[config.mk]
export PLATFORM = sky130hd
export DESIGN_NAME = mul_seq_booth_flat
export DESIGN_NICKNAME = d
export VERILOG_FILES = /design/src/rtl/mul_seq_booth_if.sv /design/src/rtl/mul_seq_booth.sv /design/src/flat_wrapper.sv
export SDC_FILE = /design/constraint.sdc
export NUM_CORES = 1
export LEC_CHECK = 0
export BUFFER_PORTS_ARGS = -buffer_cell sky130_fd_sc_hd__buf_2
export CAP_MARGIN = 30
export CORE_ASPECT_RATIO = 1.5
export CORE_MARGIN = 1
export CORE_UTILIZATION = 42
export CTS_BUF_LIST = sky130_fd_sc_hd__clkbuf_8 sky130_fd_sc_hd__clkbuf_16
export DETAILED_ROUTE_END_ITERATION = 12
export PLACE_DENSITY = 0.62
export SETUP_SLACK_MARGIN = 0.15
export SYNTH_ARGS = -nofsm -noshare
export SYNTH_HDL_FRONTEND = slang
export SYNTH_SLANG_ARGS = --single-unit
[constraint.sdc]
create_clock -name clk -period 1.87 [get_ports clk]
set_input_delay 0.4675 -clock clk [delete_from_list [all_inputs] [get_ports clk]]
set_output_delay 0.4675 -clock clk [all_outputs]
set_load 0.1 [all_outputs]
[src/rtl/mul_seq_booth_if.sv]
// mul_seq_booth_if: start/done handshake bundle for mul_seq_booth (sgn present only with MUL_SEQ_UNSIGNED_EN)
interface mul_seq_booth_if #(parameter int WIDTH = 8);
  logic               start;
  logic [WIDTH-1:0]   a;
  logic [WIDTH-1:0]   b;
  logic               busy;
  logic               done;
  logic [2*WIDTH-1:0] y;
`ifdef MUL_SEQ_UNSIGNED_EN
  logic               sgn;
  modport master(output start, a, b, sgn, input busy, done, y);
  modport slave(input start, a, b, sgn, output busy, done, y);
`else
  modport master(output start, a, b, input busy, done, y);
  modport slave(input start, a, b, output busy, done, y);
`endif
endinterface

[src/rtl/mul_seq_booth.sv]
// mul_seq_booth: radix-2 Booth sequential signed multiplier, one step per clock
// MUL_SEQ_UNSIGNED_EN adds bus.sgn to select signed/unsigned operands (one extra step)
module mul_seq_booth #(
  parameter int WIDTH = 8
) (
  input logic             clk,
  input logic             rst,
  mul_seq_booth_if.slave  bus
);
`ifdef MUL_SEQ_UNSIGNED_EN
  localparam int EW = WIDTH + 1;
`else
  localparam int EW = WIDTH;
`endif
  localparam int CW = $clog2(EW + 1);
  typedef enum logic [1:0] {IDLE, RUN, DONE} state_t;
  state_t             state_q, state_d;
  logic [EW:0]        acc_q, acc_d, acc_sel, acc_n;
  logic [EW-1:0]      mcand_q, mcand_d, q_q, q_d, q_n, a_ext, b_ext;
  logic               qm_q, qm_d, qm_n;
  logic [CW-1:0]      cnt_q, cnt_d;
  logic [2*WIDTH-1:0] y_q, y_d;
  logic [2*EW-1:0]    prod;
`ifdef MUL_SEQ_UNSIGNED_EN
  assign a_ext = {bus.sgn & bus.a[WIDTH-1], bus.a};
  assign b_ext = {bus.sgn & bus.b[WIDTH-1], bus.b};
`else
  assign a_ext = bus.a;
  assign b_ext = bus.b;
`endif
  always_comb begin
    state_d = state_q;
    acc_d   = acc_q;
    mcand_d = mcand_q;
    q_d     = q_q;
    qm_d    = qm_q;
    cnt_d   = cnt_q;
    y_d     = y_q;
    acc_sel = (q_q[0] & ~qm_q) ? acc_q - {mcand_q[EW-1], mcand_q} :
              (~q_q[0] & qm_q) ? acc_q + {mcand_q[EW-1], mcand_q} : acc_q;
    {acc_n, q_n, qm_n} = {acc_sel[EW], acc_sel, q_q};
    prod    = {acc_n[EW-1:0], q_n};
    case (state_q)
      IDLE: if (bus.start) begin
        state_d = RUN;
        mcand_d = a_ext;
        q_d     = b_ext;
        qm_d    = 1'b0;
        acc_d   = '0;
        cnt_d   = CW'(EW);
      end
      RUN: begin
        acc_d = acc_n;
        q_d   = q_n;
        qm_d  = qm_n;
        cnt_d = cnt_q - CW'(1);
        // load y on the final step so it is already valid while done is high
        if (cnt_q == CW'(1)) begin
          state_d = DONE;
          y_d     = prod[2*WIDTH-1:0];
        end
      end
      default: state_d = IDLE;
    endcase
  end
  always_ff @(posedge clk) begin
    if (rst) begin
      state_q <= IDLE;
      acc_q   <= '0;
      mcand_q <= '0;
      q_q     <= '0;
      qm_q    <= 1'b0;
      cnt_q   <= '0;
      y_q     <= '0;
    end else begin
      state_q <= state_d;
      acc_q   <= acc_d;
      mcand_q <= mcand_d;
      q_q     <= q_d;
      qm_q    <= qm_d;
      cnt_q   <= cnt_d;
      y_q     <= y_d;
    end
  end
  assign bus.busy = state_q != IDLE;
  assign bus.done = state_q == DONE;
  assign bus.y    = y_q;
endmodule
[src/flat_wrapper.sv]
// flat-port wrapper written by rule: the top's interface ports become plain ports
module mul_seq_booth_flat 
#(
  parameter int WIDTH = 8
)
  (clk, rst, bus_start, bus_a, bus_b, bus_busy, bus_done, bus_y);
  mul_seq_booth_if #(.WIDTH(WIDTH)) bus_i ();
  input logic clk;
  input logic rst;
  input wire logic [$bits(bus_i.start)-1:0] bus_start;
  input wire logic [$bits(bus_i.a)-1:0] bus_a;
  input wire logic [$bits(bus_i.b)-1:0] bus_b;
  output wire logic [$bits(bus_i.busy)-1:0] bus_busy;
  output wire logic [$bits(bus_i.done)-1:0] bus_done;
  output wire logic [$bits(bus_i.y)-1:0] bus_y;
  assign bus_i.start = bus_start;
  assign bus_i.a = bus_a;
  assign bus_i.b = bus_b;
  assign bus_busy = bus_i.busy;
  assign bus_done = bus_i.done;
  assign bus_y = bus_i.y;
  mul_seq_booth #(.WIDTH(WIDTH)) u_core (.clk(clk), .rst(rst), .bus(bus_i));
endmodule
==> run summary, run 1 <==
======================================================================================
Max-slew headroom .......................................................        67.3%
Synthesis-stage register bit count ......................................           47
Most used standard cell by instance count after synthesis ...............      nand2_1
Final total power .......................................................      2.60 mW
Clock-pin slew on the worst setup and hold paths ........................      0.10 ns
FFs w/ async S/R, synth .................................................           0%
Initial antenna violation count .........................................            0
Crit path kind ..........................................................   reg -> reg
Clock insertion delay at the later pin of the skew report ...............      0.30 ns
DR iter-0 viols .........................................................           96
Hold WC Path Type .......................................................    in -> reg
Final Hold Viols ........................................................            0
Largest fanout on the critical path .....................................            3
Number of global-route vias before repair ...............................         2635
Max VDD drop ............................................................   0.000475 V
Number of flops mapped to enable cells by yosys .........................            0
Max capacitance violation total .........................................            0
Post-route setup TNS ....................................................    -0.805 ns
Initial standard-cell utilization of the core ...........................        43.3%
Total grt overflow ......................................................            0
Post-synthesis net count ................................................          377
Area share of the largest cell type after synthesis .....................        35.7%
Clock buffer depth ......................................................            2
Power density over cell area ............................................   716 nW/µm²
NumNets Final ...........................................................          454
Level count of the clock H-tree .........................................            2
Setup-failing EPs final .................................................           11
Final Core Density ......................................................        59.7%
Data required time at the worst endpoint ................................      2.06 ns
DR pass1 iterations .....................................................            4
Final Cycle Share .......................................................         108%
Routed vias/inst ........................................................         5.39
Most common library cells after synthesis ............................... nand2_1 (59), a21oi_1 (51), dfxtp_1 (47), nor2_1 (32), ha_1 (18)
Standby leakage power ...................................................      1.52 nW
YS warnings .............................................................            0
CTS Buf Count ...........................................................            5
HPWL Detailed ...........................................................      5270 µm
Hold Path Cell Cnt ......................................................            3
Routed wire length ......................................................      7350 µm
Slew at the pin with the worst max-slew slack ...........................     0.494 ns
Global Route Usage Sum ..................................................        23.7%
Post-synth design cell area .............................................     2640 µm²
Leading cell types by total area after synthesis ........................ dfxtp_1 (36%), a21oi_1 (9.7%), ha_1 (8.5%)
Largest net degree at the start of global routing .......................           26
Final Critical Period ...................................................      2.03 ns
Vert. Die Dim ...........................................................      99.1 µm
Number of cells in the finished layout apart from fillers ...............          490
Unrepaired setup endpoints after global routing .........................         true
Clk sinks ...............................................................           47
Routability congestion estimate from global placement ...................        0.862
Final hold slack ........................................................     0.394 ns
First-pass GRT wire length ..............................................     12100 µm
Remaining antenna violation count .......................................            0
Violated checks ......................................................... negative setup slack
Cells after Synth .......................................................          338
Die width ...............................................................      66.7 µm
Share of post-route cells with drive strength above 1 ...................        34.4%
Status .................................................................. finished with violations
Relative area change from synthesis to final layout .....................        37.7%
Area of the core ........................................................     6090 µm²
TritonCTS clock tree ....................................................          yes
Number of distinct standard cells referenced by the synthesized netlist .           46
Clk root buf ............................................................     clkbuf_8
Sequential element share of the synthesized area ........................        35.7%
Number of design rule violations left after detail routing ..............            0
Highest achievable clock rate ...........................................      494 MHz
Post-synthesis area per instance ........................................     7.80 µm²
Fin. max-slew vios ......................................................            0
Largest area contributor in the netlist .................................      dfxtp_1
Average wire per standard cell ..........................................      15.0 µm
Total die area ..........................................................     6610 µm²
Endpoint kind of the worst setup timing path ............................     register
Data arrival, critical path .............................................      2.22 ns
Count of antenna diodes in the layout ...................................            0
Prevailing post-synth register cell .....................................      dfxtp_1
Final Skew ..............................................................   0.00659 ns
Total number of vias ....................................................         2639
Launching element type of the critical path .............................     register
FF-to-FF path depth .....................................................            9
Cell Rows ...............................................................           35
Final worst setup slack .................................................    -0.155 ns
Ports ...................................................................           37
Placed Cells incl. Taps .................................................          477
Count of input and output buffers .......................................           36
======================================================================================
-- power by group --
part | switching, mW | leakage (nW) | internal (mW)
combinational | 0.398 | 1.07 | 0.302
clock | 0.368 | 0.0618 | 0.440
sequential | 0.0420 | 0.386 | 1.05
-- cells in the final DEF (no fill, tap or decap), types with 5 or more instances in the layout --
cell,instances
ha_1,11
clkbuf_8,6
ha_4,7
dfxtp_1,41
buf_4,51
a22oi_1,8
buf_2,34
nor3_1,8
a21oi_1,45
a21oi_2,6
inv_1,13
nand2_1,58
nand3_1,5
nor2_1,32
-- final cells by class --
cell class,instances,area (µm²)
clock buffers,6,82.6
clock inverters,2,38.8
fillers,575,2460
inverters,17,66.3
multi-input cells,254,1780
flip-flops and latches,47,956
well taps,74,92.6
repair buffers,90,611
-- cell families after synthesis --
logic type	synth area share [%]
simple gates	21.6
compound gates	24.0
flops	35.7
buf+inv	5.98
fa+ha+maj	10.1
xor+xnor	1.99
mux	0.759
-- metrics by stage --
stage	instance area, µm²	worst slack [ns]
after floorplan	2690	-0.00778
after global placement	3240	-0.150
after detailed placement	3240	-0.212
after CTS	3460	-0.206
after global routing	3630	-0.329
final	3630	-0.155
-- worst max-delay path, cell delays in order, from the launching register on --
cell	delay, ns
dfxtp_4	0.38
ha_4	0.13
inv_2	0.03
fa_2	0.36
o21bai_4	0.14
nand2_2	0.09
o31ai_4	0.24
xnor2_2	0.11
a222oi_1	0.33
a21oi_1	0.11
-- sequential cells by signal (all words and copies together) (netlist names) --
name,cells
u_core.q_q,8
u_core.mcand_q,8
u_core.acc_q,8
u_core.state_q,2
u_core.qm_q,1
u_core.bus.y,16
u_core.cnt_q,4
-- repair_timing --
item                       in CTS  in global routing
resized for setup              15                 28
hold buffers                    0                  0
setup endpoints to repair      16                 18
pin swaps                      14                 11
buffers inserted                2                  3
-- worst paths after layout --
check,start,slack (ns),to
worst max-delay path,u_core.mcand_q[0],-0.16,u_core.acc_q[5]
worst min-delay path,bus_a[4],0.39,u_core.mcand_q[4]
worst max register to register,u_core.mcand_q[0],-0.16,u_core.acc_q[5]
worst min register to register,u_core.bus.y[4],0.45,u_core.bus.y[4]
-- per-layer routing --
| metal | share of wire, % | global-route usage (%) |
|---|---|---|
| met5 | 0 | 0 |
| met3 | 2.4 | 3.24 |
| met1 | 42 | 27.4 |
| met4 | 1.9 | 9.66 |
| met2 | 54 | 42.3 |
No activity file was read; power rests on OpenSTA's default activity.
==> run 2: changes to the inputs <==
--- a/config.mk
+++ b/config.mk
@@ -12,7 +12,8 @@
 export CORE_UTILIZATION = 42
 export CTS_BUF_LIST = sky130_fd_sc_hd__clkbuf_8 sky130_fd_sc_hd__clkbuf_16
 export DETAILED_ROUTE_END_ITERATION = 12
-export PLACE_DENSITY = 0.62
+export GPL_ROUTABILITY_DRIVEN = 0
+export PLACE_DENSITY = 0.59
 export SETUP_SLACK_MARGIN = 0.15
 export SYNTH_ARGS = -nofsm -noshare
 export SYNTH_HDL_FRONTEND = slang
==> constraint.sdc (replaced) <==
create_clock -name clk -period 2.5 [get_ports clk]
set_input_delay 0.625 -clock clk [delete_from_list [all_inputs] [get_ports clk]]
set_output_delay 0.625 -clock clk [all_outputs]
set_load 0.1 [all_outputs]
==> run 2 against run 1 <==
The run now ends clean. Final area down 17%. Setup slack better by 0.40 ns. Non-clock buffer count fell by 44. Power fell by 31%. Register-to-register slack better by 0.40 ns. Global-route usage is 1.8 points lower. Die area did not move. Critical path depth down 1. Sequential share of layout area grew 4.8 points. First-iteration DRC count rose by 41%. Largest power group unchanged.
==> run summary, run 2 (synthesis results as in run 1) <==
================================================================================
Remaining antenna violation count .................................            0
Count of antenna diodes in the layout .............................            0
Slew at the pin with the worst max-slew slack .....................     0.603 ns
Max VDD drop ......................................................   0.000325 V
Commonest cells after routing, fill and taps aside ................ nand2_1 (59), a21oi_1 (51), dfxtp_1 (47)
Data arrival, critical path .......................................      2.49 ns
Standby leakage power .............................................      1.27 nW
Slowest cell on crit path .........................................     o311ai_1
Total grt overflow ................................................            0
Crit path kind ....................................................   reg -> reg
Power density over cell area ......................................   594 nW/µm²
Fin. max-slew vios ................................................            0
Average wire per standard cell ....................................      14.9 µm
Vert. Die Dim .....................................................      99.1 µm
Clk root buf ......................................................     clkbuf_8
Launching element type of the critical path .......................     register
Status ............................................................    completed
Startpoint of the worst setup timing path ......................... u_core.mcand_q[1]
TritonCTS clock tree ..............................................          yes
CTS Buf Count .....................................................            5
Largest fanout on the critical path ...............................            4
Internal power of the cells .......................................      1.25 mW
Final Critical Period .............................................      2.26 ns
Max capacitance violation total ...................................            0
Largest net degree at the start of global routing .................           26
Commonest non-fill, non-tap cell in the layout ....................      nand2_1
Critical path buffers and inverters ...............................            1
Number of global-route vias before repair .........................         2348
DR iter-0 viols ...................................................          135
DR pass1 iterations ...............................................            4
Share of post-route cells with drive strength above 1 .............        16.4%
Routed wire length on met3 ........................................       237 µm
Clk sinks .........................................................           47
Final Cycle Share .................................................        90.3%
Global Route Usage Sum ............................................        21.9%
Beginning of the worst hold path .................................. u_core.bus.y[2]
Relative area change from synthesis to final layout ...............        14.7%
NumNets Final .....................................................          410
Data required time at the worst endpoint ..........................      2.73 ns
Post-route setup TNS ..............................................         0 ns
Count of input and output buffers .................................           36
Max-slew headroom .................................................        59.2%
Total number of vias ..............................................         2443
Clock insertion delay at the later pin of the skew report .........      0.30 ns
Clock buffer depth ................................................            2
Clock-pin slew on the worst setup and hold paths ..................      0.09 ns
Cell Rows .........................................................           35
Fraction of power consumed by combinational cells .................        22.0%
Clock network fraction of total power .............................        32.5%
Number of design rule violations left after detail routing ........            0
Total die area ....................................................     6610 µm²
HPWL Detailed .....................................................      4880 µm
Final Hold Viols ..................................................            0
Setup-failing EPs final ...........................................            0
Initial antenna violation count ...................................            0
Crit path largest cell delay ......................................      0.52 ns
Highest routed layer ..............................................         met4
Routed wire length ................................................      6630 µm
Final Skew ........................................................   0.00874 ns
Part of the total power dissipated in sequential elements .........        45.4%
Pre-CTS setup slack ...............................................     0.270 ns
Ports .............................................................           37
Die width .........................................................      66.7 µm
Sw Share ..........................................................        30.3%
Largest register FFs ..............................................           16
Worst flop-to-flop path startpoint ................................ u_core.mcand_q[1]
Final worst setup slack ...........................................     0.243 ns
Met2 wirelength from detailed routing .............................      3440 µm
Level count of the clock H-tree ...................................            2
Endpoint kind of the worst setup timing path ......................     register
Initial standard-cell utilization of the core .....................        43.3%
Placed Cells incl. Taps ...........................................          438
Routed vias/inst ..................................................         5.48
Highest achievable clock rate .....................................      443 MHz
First-pass GRT wire length ........................................     11200 µm
Chain of cells forming the critical path .......................... inv_1 > ha_1 > nor2b_1 > o311ai_1 > a311oi_1 > a221oi_1 > a211oi_1 > nor3_1
Area of the core ..................................................     6090 µm²
Net Sw Power ......................................................     0.545 mW
Number of cells in the finished layout apart from fillers .........          446
Cell type group with the largest total delay on the critical path . compound AO/OA/AOI/OAI gates
Unrepaired setup endpoints after global routing ...................        false
Length of routed wiring on met1 ...................................      2850 µm
Hold WC Path Type .................................................   reg -> reg
================================================================================
-- run 2: cell count changes in the layout (fill, tap and decap cells not counted), sizes merged --
cell	change
buf	-42
clkbuf	-2
clkinv	+1
inv	-1
-- run 2: path summary, 6_finish.rpt --
path	to	slack [ns]	cells past startpoint
max	u_core.bus.y[14]	0.24	8
min	u_core.bus.y[2]	0.46	2
max reg2reg	u_core.bus.y[14]	0.24	8
min reg2reg	u_core.bus.y[2]	0.46	2
-- run 2: worst min-delay path: cells and delay by family, from the launching register on --
family	cells	cell delay, ns
AO/OA/AOI/OAI	1	0.05
flip-flops	1	0.32
AND/OR/NAND/NOR	1	0.05
-- run 2: power by group through the flow --
| stage | Sequential, mW | Combinational (mW) | Clock [mW] |
|---|---|---|---|
| 3_3_place_gp | 0.833 | 0.390 | 0 |
| 5_1_grt | 0.823 | 0.439 | 0.632 |
| 6_report | 0.817 | 0.396 | 0.585 |
| 3_5_place_dp | 0.834 | 0.392 | 0 |
| 2_1_floorplan | 0.851 | 0.277 | 0 |
| 4_1_cts | 0.817 | 0.394 | 0.605 |
-- run 2: final cells by class --
cell class              instances  area [µm²]
fillers                       590        3060
clock buffers                   6        82.6
repair buffers                 46         255
well taps                      74        92.6
flip-flops and latches         47         941
multi-input cells             254        1560
inverters                      17        63.8
clock inverters                 2        35.0
-- run 2: routing by layer --
metal	up-vias	GRT usage [%]
li1	1250	-
met1	1134	26.8
met2	51	37.5
met3	8	3.47
met4	0	8.51
met5	-	0
-- run 2: metrics by stage --
step	util, %	hold slack (ns)	cell area [µm²]	power [mW]
6_report	49.7	0.456	3030	1.80
4_1_cts	49.4	0.457	3010	1.82
2_1_floorplan	-	0.444	2640	1.13
5_1_grt	49.7	0.482	3030	1.89
3_5_place_dp	47.5	0.444	2890	1.23
3_3_place_gp	47.5	0.443	2890	1.22
-- run 2: repair_timing --
action | 4_1_cts | 5_1_grt
hold buffers | 0 | 0
gates resized for setup | 0 | 5
setup buffers | 0 | 0
setup endpoints to repair | 0 | 4
endpoints found under the hold margin | 0 | 0
